===== src/rtl/pipe_ctrl_pkg.sv =====
// Shared types and constants for the pipeline hazard controller.
package pipe_ctrl_pkg;

    // Controller state: free-running or inside a multi-cycle load-use stall.
    typedef enum logic [0:0] {
        RUN      = 1'b0,
        LD_STALL = 1'b1
    } ctrlState_t;

    // Architectural zero register; writes to it are discarded, so it never creates a dependency.
    localparam logic [4:0] REG_ZERO = 5'd0;

    // Largest legal number of bubbles per load-use hazard (the down-counter is 2 bits).
    localparam int LOAD_USE_MAX = 3;

endpackage


===== src/rtl/pipe_hazard_ctrl_sat_counter.sv =====
// Saturating up-counter used for the controller's performance statistics.
module sat_counter #(
    parameter int W = 16
) (
    input  logic         i_clk,
    input  logic         i_rst,
    input  logic         i_inc,
    output logic [W-1:0] o_count
);

    logic [W-1:0] r_count;

    // Count up on request, sticking at all-ones instead of wrapping.
    always_ff @(posedge i_clk) begin
        if (i_rst) begin
            r_count <= '0;
        end else if (i_inc && (r_count != {W{1'b1}})) begin
            r_count <= r_count + W'(1);
        end
    end

    assign o_count = r_count;

endmodule


===== src/rtl/pipe_hazard_ctrl.sv =====
// Stall/flush generator for the PC, IF/ID, ID/RR, RR/EX and EX/MEM latches.
module pipe_hazard_ctrl
    import pipe_ctrl_pkg::*;
#(
    parameter int LOAD_USE_CYCLES = 1,
    parameter int CNT_W           = 16
) (
    input  logic             clk_i,
    input  logic             rst_i,
    input  logic [4:0]       id_rs1_i,
    input  logic [4:0]       id_rs2_i,
    input  logic             id_uses_rs2_i,
    input  logic             rr_memread_i,
    input  logic [4:0]       rr_rd_i,
    input  logic             ex_branch_taken_i,
    input  logic             ex_jump_i,
    input  logic             mem_busy_i,
    output logic             pc_lock_o,
    output logic             if_id_lock_o,
    output logic             id_rr_lock_o,
    output logic             rr_ex_lock_o,
    output logic             ex_mem_lock_o,
    output logic             if_id_flush_o,
    output logic             id_rr_flush_o,
    output logic             rr_ex_flush_o,
    output logic [CNT_W-1:0] stall_cnt_o,
    output logic [CNT_W-1:0] flush_cnt_o
);

    // The bubble count must fit the 2-bit down-counter and be at least one.
    if (LOAD_USE_CYCLES < 1 || LOAD_USE_CYCLES > LOAD_USE_MAX) begin : g_badLoadUseCycles
        $error("pipe_hazard_ctrl: LOAD_USE_CYCLES must be in 1..%0d", LOAD_USE_MAX);
    end

    // Value loaded into rem when a hazard starts a multi-cycle stall.
    localparam logic [1:0] REM_INIT = 2'(LOAD_USE_CYCLES - 1);

    ctrlState_t r_state;
    ctrlState_t w_nextState;
    logic [1:0] r_rem;
    logic [1:0] w_nextRem;
    logic       w_hazard;
    logic       w_redirect;
    logic       w_stallInc;
    logic       w_flushInc;

    // A load in RR feeding a source operand of the instruction in ID; x0 and unread rs2 never match.
    assign w_hazard = rr_memread_i && (rr_rd_i != REG_ZERO) &&
                      ((rr_rd_i == id_rs1_i) || (id_uses_rs2_i && (rr_rd_i == id_rs2_i)));

    assign w_redirect = ex_branch_taken_i || ex_jump_i;

    // Priority chain reset > freeze > redirect > stall continuation / new hazard > normal.
    always_comb begin
        pc_lock_o     = 1'b0;
        if_id_lock_o  = 1'b0;
        id_rr_lock_o  = 1'b0;
        rr_ex_lock_o  = 1'b0;
        ex_mem_lock_o = 1'b0;
        if_id_flush_o = 1'b0;
        id_rr_flush_o = 1'b0;
        rr_ex_flush_o = 1'b0;
        w_stallInc    = 1'b0;
        w_flushInc    = 1'b0;
        w_nextState   = r_state;
        w_nextRem     = r_rem;

        if (rst_i) begin
            w_nextState = RUN;
            w_nextRem   = 2'd0;
        end else if (mem_busy_i) begin
            // Whole pipe holds; any pending stall resumes once memory is ready.
            pc_lock_o     = 1'b1;
            if_id_lock_o  = 1'b1;
            id_rr_lock_o  = 1'b1;
            rr_ex_lock_o  = 1'b1;
            ex_mem_lock_o = 1'b1;
            w_stallInc    = 1'b1;
        end else if (w_redirect) begin
            // Squash the three younger slots; PC is free to load the target.
            if_id_flush_o = 1'b1;
            id_rr_flush_o = 1'b1;
            rr_ex_flush_o = 1'b1;
            w_flushInc    = 1'b1;
            w_nextState   = RUN;
            w_nextRem     = 2'd0;
        end else if (r_state == LD_STALL) begin
            // RR already holds a bubble, so hazard inputs are not looked at here.
            pc_lock_o     = 1'b1;
            if_id_lock_o  = 1'b1;
            id_rr_flush_o = 1'b1;
            w_stallInc    = 1'b1;
            w_nextRem     = r_rem - 2'd1;
            if (r_rem == 2'd1) begin
                w_nextState = RUN;
            end
        end else if (w_hazard) begin
            pc_lock_o     = 1'b1;
            if_id_lock_o  = 1'b1;
            id_rr_flush_o = 1'b1;
            w_stallInc    = 1'b1;
            if (LOAD_USE_CYCLES > 1) begin
                w_nextState = LD_STALL;
                w_nextRem   = REM_INIT;
            end
        end
    end

    // State and remaining-bubble register.
    always_ff @(posedge clk_i) begin
        if (rst_i) begin
            r_state <= RUN;
            r_rem   <= 2'd0;
        end else begin
            r_state <= w_nextState;
            r_rem   <= w_nextRem;
        end
    end

    sat_counter #(.W(CNT_W)) u_stallCounter (
        .i_clk   (clk_i),
        .i_rst   (rst_i),
        .i_inc   (w_stallInc),
        .o_count (stall_cnt_o)
    );

    sat_counter #(.W(CNT_W)) u_flushCounter (
        .i_clk   (clk_i),
        .i_rst   (rst_i),
        .i_inc   (w_flushInc),
        .o_count (flush_cnt_o)
    );

endmodule

===== config.mk =====
export PLATFORM = sky130hd
export DESIGN_NAME = pipe_hazard_ctrl
export DESIGN_NICKNAME = d
export VERILOG_FILES = /design/src/rtl/pipe_ctrl_pkg.sv /design/src/rtl/pipe_hazard_ctrl_sat_counter.sv /design/src/rtl/pipe_hazard_ctrl.sv
export SDC_FILE = /design/constraint.sdc
export NUM_CORES = 1
export LEC_CHECK = 0
export ABC_AREA = 1
export BUFFER_PORTS_ARGS = -buffer_cell sky130_fd_sc_hd__buf_2
export CAP_MARGIN = 20
export CORE_MARGIN = 3
export CORE_UTILIZATION = 56
export DETAILED_ROUTE_END_ITERATION = 8
export GPL_ROUTABILITY_DRIVEN = 0
export PLACE_DENSITY = 0.85
export SYNTH_ARGS = -nofsm -noshare
export SYNTH_HDL_FRONTEND = slang
export SYNTH_SLANG_ARGS = --single-unit

===== constraint.sdc =====
create_clock -name clk_i -period 2.9 [get_ports clk_i]
set_input_delay 0.435 -clock clk_i [delete_from_list [all_inputs] [get_ports clk_i]]
set_output_delay 0.435 -clock clk_i [all_outputs]
set_load 0.02 [all_outputs]

* Word-level counts from Yosys, hierarchy flattened
Cells that the tools add are included.
** Cells by class
- Add/sub/neg operators :: 3
- Equal/unequal tests :: 5
- Muxes and demuxes :: 18
- Bitwise operators :: 1
- Reduce and logical (&&, ||, !) cells :: 10
** Operators by type and width (number)
- adder 16 x 1 -> 16 bit (second input constant) :: 2
- != test 16 bit (second input constant) :: 2
- two-way mux 1 bit :: 16
- equality test 5 bit :: 2
- logical AND 1 bit :: 5
- nonzero test 5 bit :: 1
- two-way mux 2 bit :: 2
- equality test 2 x 1 -> 1 bit (second input constant) :: 1
- logical OR 1 bit :: 2
- AND reduction 2 bit :: 1
- nonzero test 2 bit :: 1
- subtractor 2 x 1 -> 2 bit (second input constant) :: 1
- NOT 1 bit :: 1
** Word-level totals
- Flip-flop bits (word level) :: 35
- Word-level logic and storage cells :: 41

* Depth between registers and ports, before layout
- Depth after elaboration :: 10
- Depth in mapped cells :: 14

* By module
A second synthesis with hierarchy kept.
** Unflattened totals
- Cells, all modules :: 387
- Area, all modules :: 2299.7 um^2
** By module, submodules not included
- sat_counter :: instances 2, cells each 149, area an instance 929.6 um^2, sequential area each 320.3 um^2
- pipe_hazard_ctrl :: instances 1, cells each 89, area an instance 440.4 um^2, sequential area each 60.1 um^2

* Worst setup path after synthesis
Ideal clock, no wire load.
- Path kind :: input to output
- Start point :: in mem_busy_i
- End point :: out pc_lock_o
- Arrival :: 1.418 ns
- Required time :: 2.465 ns
- Slack :: 1.047 ns
- Stages :: 6
- Cells stage by stage :: inv_1 nor2_1 inv_1 nand2_4 buf_6 buf_4
** On the way
- Cells in the longest elaborated chain, start to end :: 2
** Ends and longest elaborated chain
- start, declared :: RTL line pipe_hazard_ctrl.sv:17 : input logic mem_busy_i,
- two-way mux 1 bit (2 in series)
- end, declared :: RTL line pipe_hazard_ctrl.sv:18 : output logic pc_lock_o,
Every way passes these cells.

* Worst setup path in the final report
- Start point :: in ex_jump_i
- End point :: out pc_lock_o
** On the way
- Cells in the longest elaborated chain, start to end :: 4
** Ends and longest elaborated chain
- start, declared :: RTL line pipe_hazard_ctrl.sv:16 : input logic ex_jump_i,
- logical OR 1 bit :: RTL line pipe_hazard_ctrl.sv:51 : assign w_redirect = ex_branch_taken_i || ex_jump_i;
- two-way mux 1 bit :: RTL line pipe_hazard_ctrl.sv:79 : end else if (w_redirect) begin
- two-way mux 1 bit :: RTL line pipe_hazard_ctrl.sv:71 : end else if (mem_busy_i) begin
- two-way mux 1 bit :: RTL line pipe_hazard_ctrl.sv:68 : if (rst_i) begin
Every way passes these cells.

==> summary.md <==
| Metric | Value |
|---|---|
| Design area | 0.00251 mm2 |
| DIE HEIGHT | 67.8 um |
| Multiplexer share of the synthesized area | 0 |
| Area after DPL | 0.00242 mm2 |
| Area Growth Syn to Fin | 17.1% |
| Share of cells above drive strength 1 | 0.224 |
| CP max FO | 23 |
| Arrival @ worst endpoint | 1.58 ns |
| DRT Pass-1 Iters | 4 |
| Root Buffer | clkbuf_8 |
| Most common cell in the netlist | nand2_1 |
| Final Hold Viols | 0 |
| Die Area | 0.00460 mm2 |
| Worst-path cell chain | buf_2 -> nor2_1 -> inv_1 -> nor2_1 -> nand2_2 -> nand2_4 -> buf_2 |
| Latest clock arrival within the worst-skew pair | 0.28 ns |
| Least-Margin Pin Slew | 0.487 ns |
| Static Leak | 1.24 nW |
| Synth Area in Compound Gates | 0.110 |
| Diode count | 0 |
| Post-Synth Simple-Gate Area | 0.371 |
| CTS Buf Count | 5 |
| Yosys Warn Count | 0 |
| Synth top area share | 0.327 |
| Post-CTS sizing | 0 |
| Final period util | 0.694 |
| Max stage delay on crit path | 0.25 ns |
| Status | completed |
| # setup viols final | 0 |
| Number of post-CTS setup repair buffers | 0 |
| Antenna Nets Post-Route | 0 |
| Cell taking the most area after synthesis | dfxtp_1 |
| Slew headroom | 0.675 |
| Worst EP required | around 2.5 ns |
| Critical Path Sink Type | primary output |
| Post-synth EDFFs | 0 |
| H-tree lvl count | 2 |
| Initial antenna violation count | 0 |
| Pin count of the biggest net entering global routing | 24 |
| Yosys cell types | 35 |
| RSZ-0062 raised after global routing | false |
| Post-Synth XOR/XNOR Area | 0.0572 |
| Final setup skew | between 0.006 and 0.007 ns |
| Clk sink count | 35 |
| PD cells | 380 mW/mm2 |
| NumNets Final | ~400 |
| Peak supply drop | 0.315 mV |
| PortBufs | 61 |
| Global-route wire length before repair | 8250 um |
| Die width | 67.8 um |
| Synth Cell Area | roughly 0.0021 mm2 |
| Routed wire length | 4720 um |
| Adder-Cell Fraction of Synth Area | 0.0175 |
| CTS tree | yes |
| Slowest stage cell, crit path | nor2_1 |
| Total power | roughly 0.95 mW |
| DP HPWL | 3550 um |
| Routed WL per cell | 11.1 um |
| Flops & latches, synth | 35 |
| Post-synth ARST share | 0 |
| Gr usage total | 0.227 |
| Fmax | 0.497 GHz |
| Hold_ws | 0.471 ns |
| DRC | 0 |
| Sequential share of the synthesized area | 0.327 |
| Synthesized instance count | 323 |
| Max-slew violation count | 0 |
| Top_reg_cell synth | dfxtp_1 |
| Avg Vias per Cell | 5.21 |
| CP Class | primary input to primary output |
| Starting density of the core | 0.613 |
| Core box area | 0.00349 mm2 |
| Final min period | 2.01 ns |
| # hold bufs at CTS | 0 |
| Syn_nets | 348 |
| Avg Cell Area, Syn | 6.63 um2 |
| Core Rows | 21 |
| Post-route setup TNS | 0 ns |
| Largest family of logic cells by synthesized area | simple AND/OR/NAND/NOR gates |
| Crit start category | primary input |
| Post-layout utilization of the core | 0.718 |
| Clock-pin slew on the worst setup and hold paths | 0.06 ns |
| DR vias | 2,214 |
| Clock Path Buffers | 2 |
| Starting DRT DRC Count | 183 |
| Grt ovf | 0 |
| Synth top cells by count | nand2_1 (74), inv_1 (38), nor2_1 (38) |
| Synth top area cells | dfxtp_1 (33%), nand2_1 (13%), nand3_1 (7.2%) |
| Vias in the first global route | about 2,000 |
| Hold Path Class | register to register |
| Io pins | a little over 60 |
| Maxcap violations | 0 |
## critical path, delay by kind of cell
family	cells	cell delay (ns)
simple gates	4	0.72
buf+inv	3	0.42
## kinds of logic after synthesis
family	after synthesis
and+or+nand+nor	171
buffers and inverters	56
AOI/OAI and AO/OA	44
DFF	35
xor gates and xnor gates	14
adders and majority gates	3
## per-layer routing
| layer | vias to the layer above | share of wire | global-route usage |
|---|---|---|---|
| li1 | 1152 | - | - |
| met1 | 986 | 0.45 | 0.274 |
| met2 | 69 | 0.48 | 0.406 |
| met3 | 7 | 0.061 | 0.0476 |
| met4 | 0 | 0.0093 | 0.0620 |
| met5 | - | 0 | 0 |
## cell usage in the layout, fill, tap and decap left out, drive strengths merged
master,synthesis,layout
a211oi,1,1
a21oi,27,27
a31oi,2,2
and3,2,2
buf,10,61
clkbuf,2,6
clkinv,0,1
dfxtp,35,35
ha,3,3
inv,44,44
nand2,79,79
nand3,33,33
nand4,10,10
nor2,39,39
nor3,5,5
nor3b,1,1
nor4,1,1
o211a,1,1
o211ai,1,1
o21a,1,1
o21ai,11,11
or2,1,1
xnor2,7,7
xor2,7,7
## worst paths after layout
check                                                            start                                endpoint  slack, ns  depth (start not counted)
worst min-delay path                              r_state$_SDFFE_PP0N_                    r_state$_SDFFE_PP0N_       0.47                          2
worst min register to register                    r_state$_SDFFE_PP0N_                    r_state$_SDFFE_PP0N_       0.47                          2
worst max register to register  u_stallCounter.o_count[0]$_SDFFE_PP0P_  u_stallCounter.o_count[7]$_SDFFE_PP0P_       1.04                          7
worst max-delay path                                         ex_jump_i                               pc_lock_o       0.89                          7
## registers in the layout, indices dropped and copies added (netlist names)
| signal | flops |
|---|---|
| r_rem | 2 |
| r_state | 1 |
| u_flushCounter.o_count | 16 |
| u_stallCounter.o_count | 16 |
## metrics by stage
stage               worst slack [ns]  cells
floorplan                       1.05    323
global placement               0.899    418
detailed placement             0.880    418
CTS                            0.882    425
global route                   0.765    425
finish                         0.886    425
## where the power goes
part / switching (mW) / internal [mW] / leakage (nW)
clock network: 0.169 / 0.186 / 0.0470
logic: 0.0677 / 0.0375 / 0.905
registers: 0.00590 / 0.486 / 0.283
total: 0.243 / 0.710 / 1.24
## area by class of cell
class / instances / area, um2
clock buffers: 6 / 82.6
well taps: 46 / 57.6
fillers: 301 / 987
flip-flops and latches: 35 / 701
clock inverters: 1 / 5.00
multi-input cells: 232 / 1190
repair buffers: 61 / 305
inverters: 44 / 165
Power figures use the tool's default switching activity.
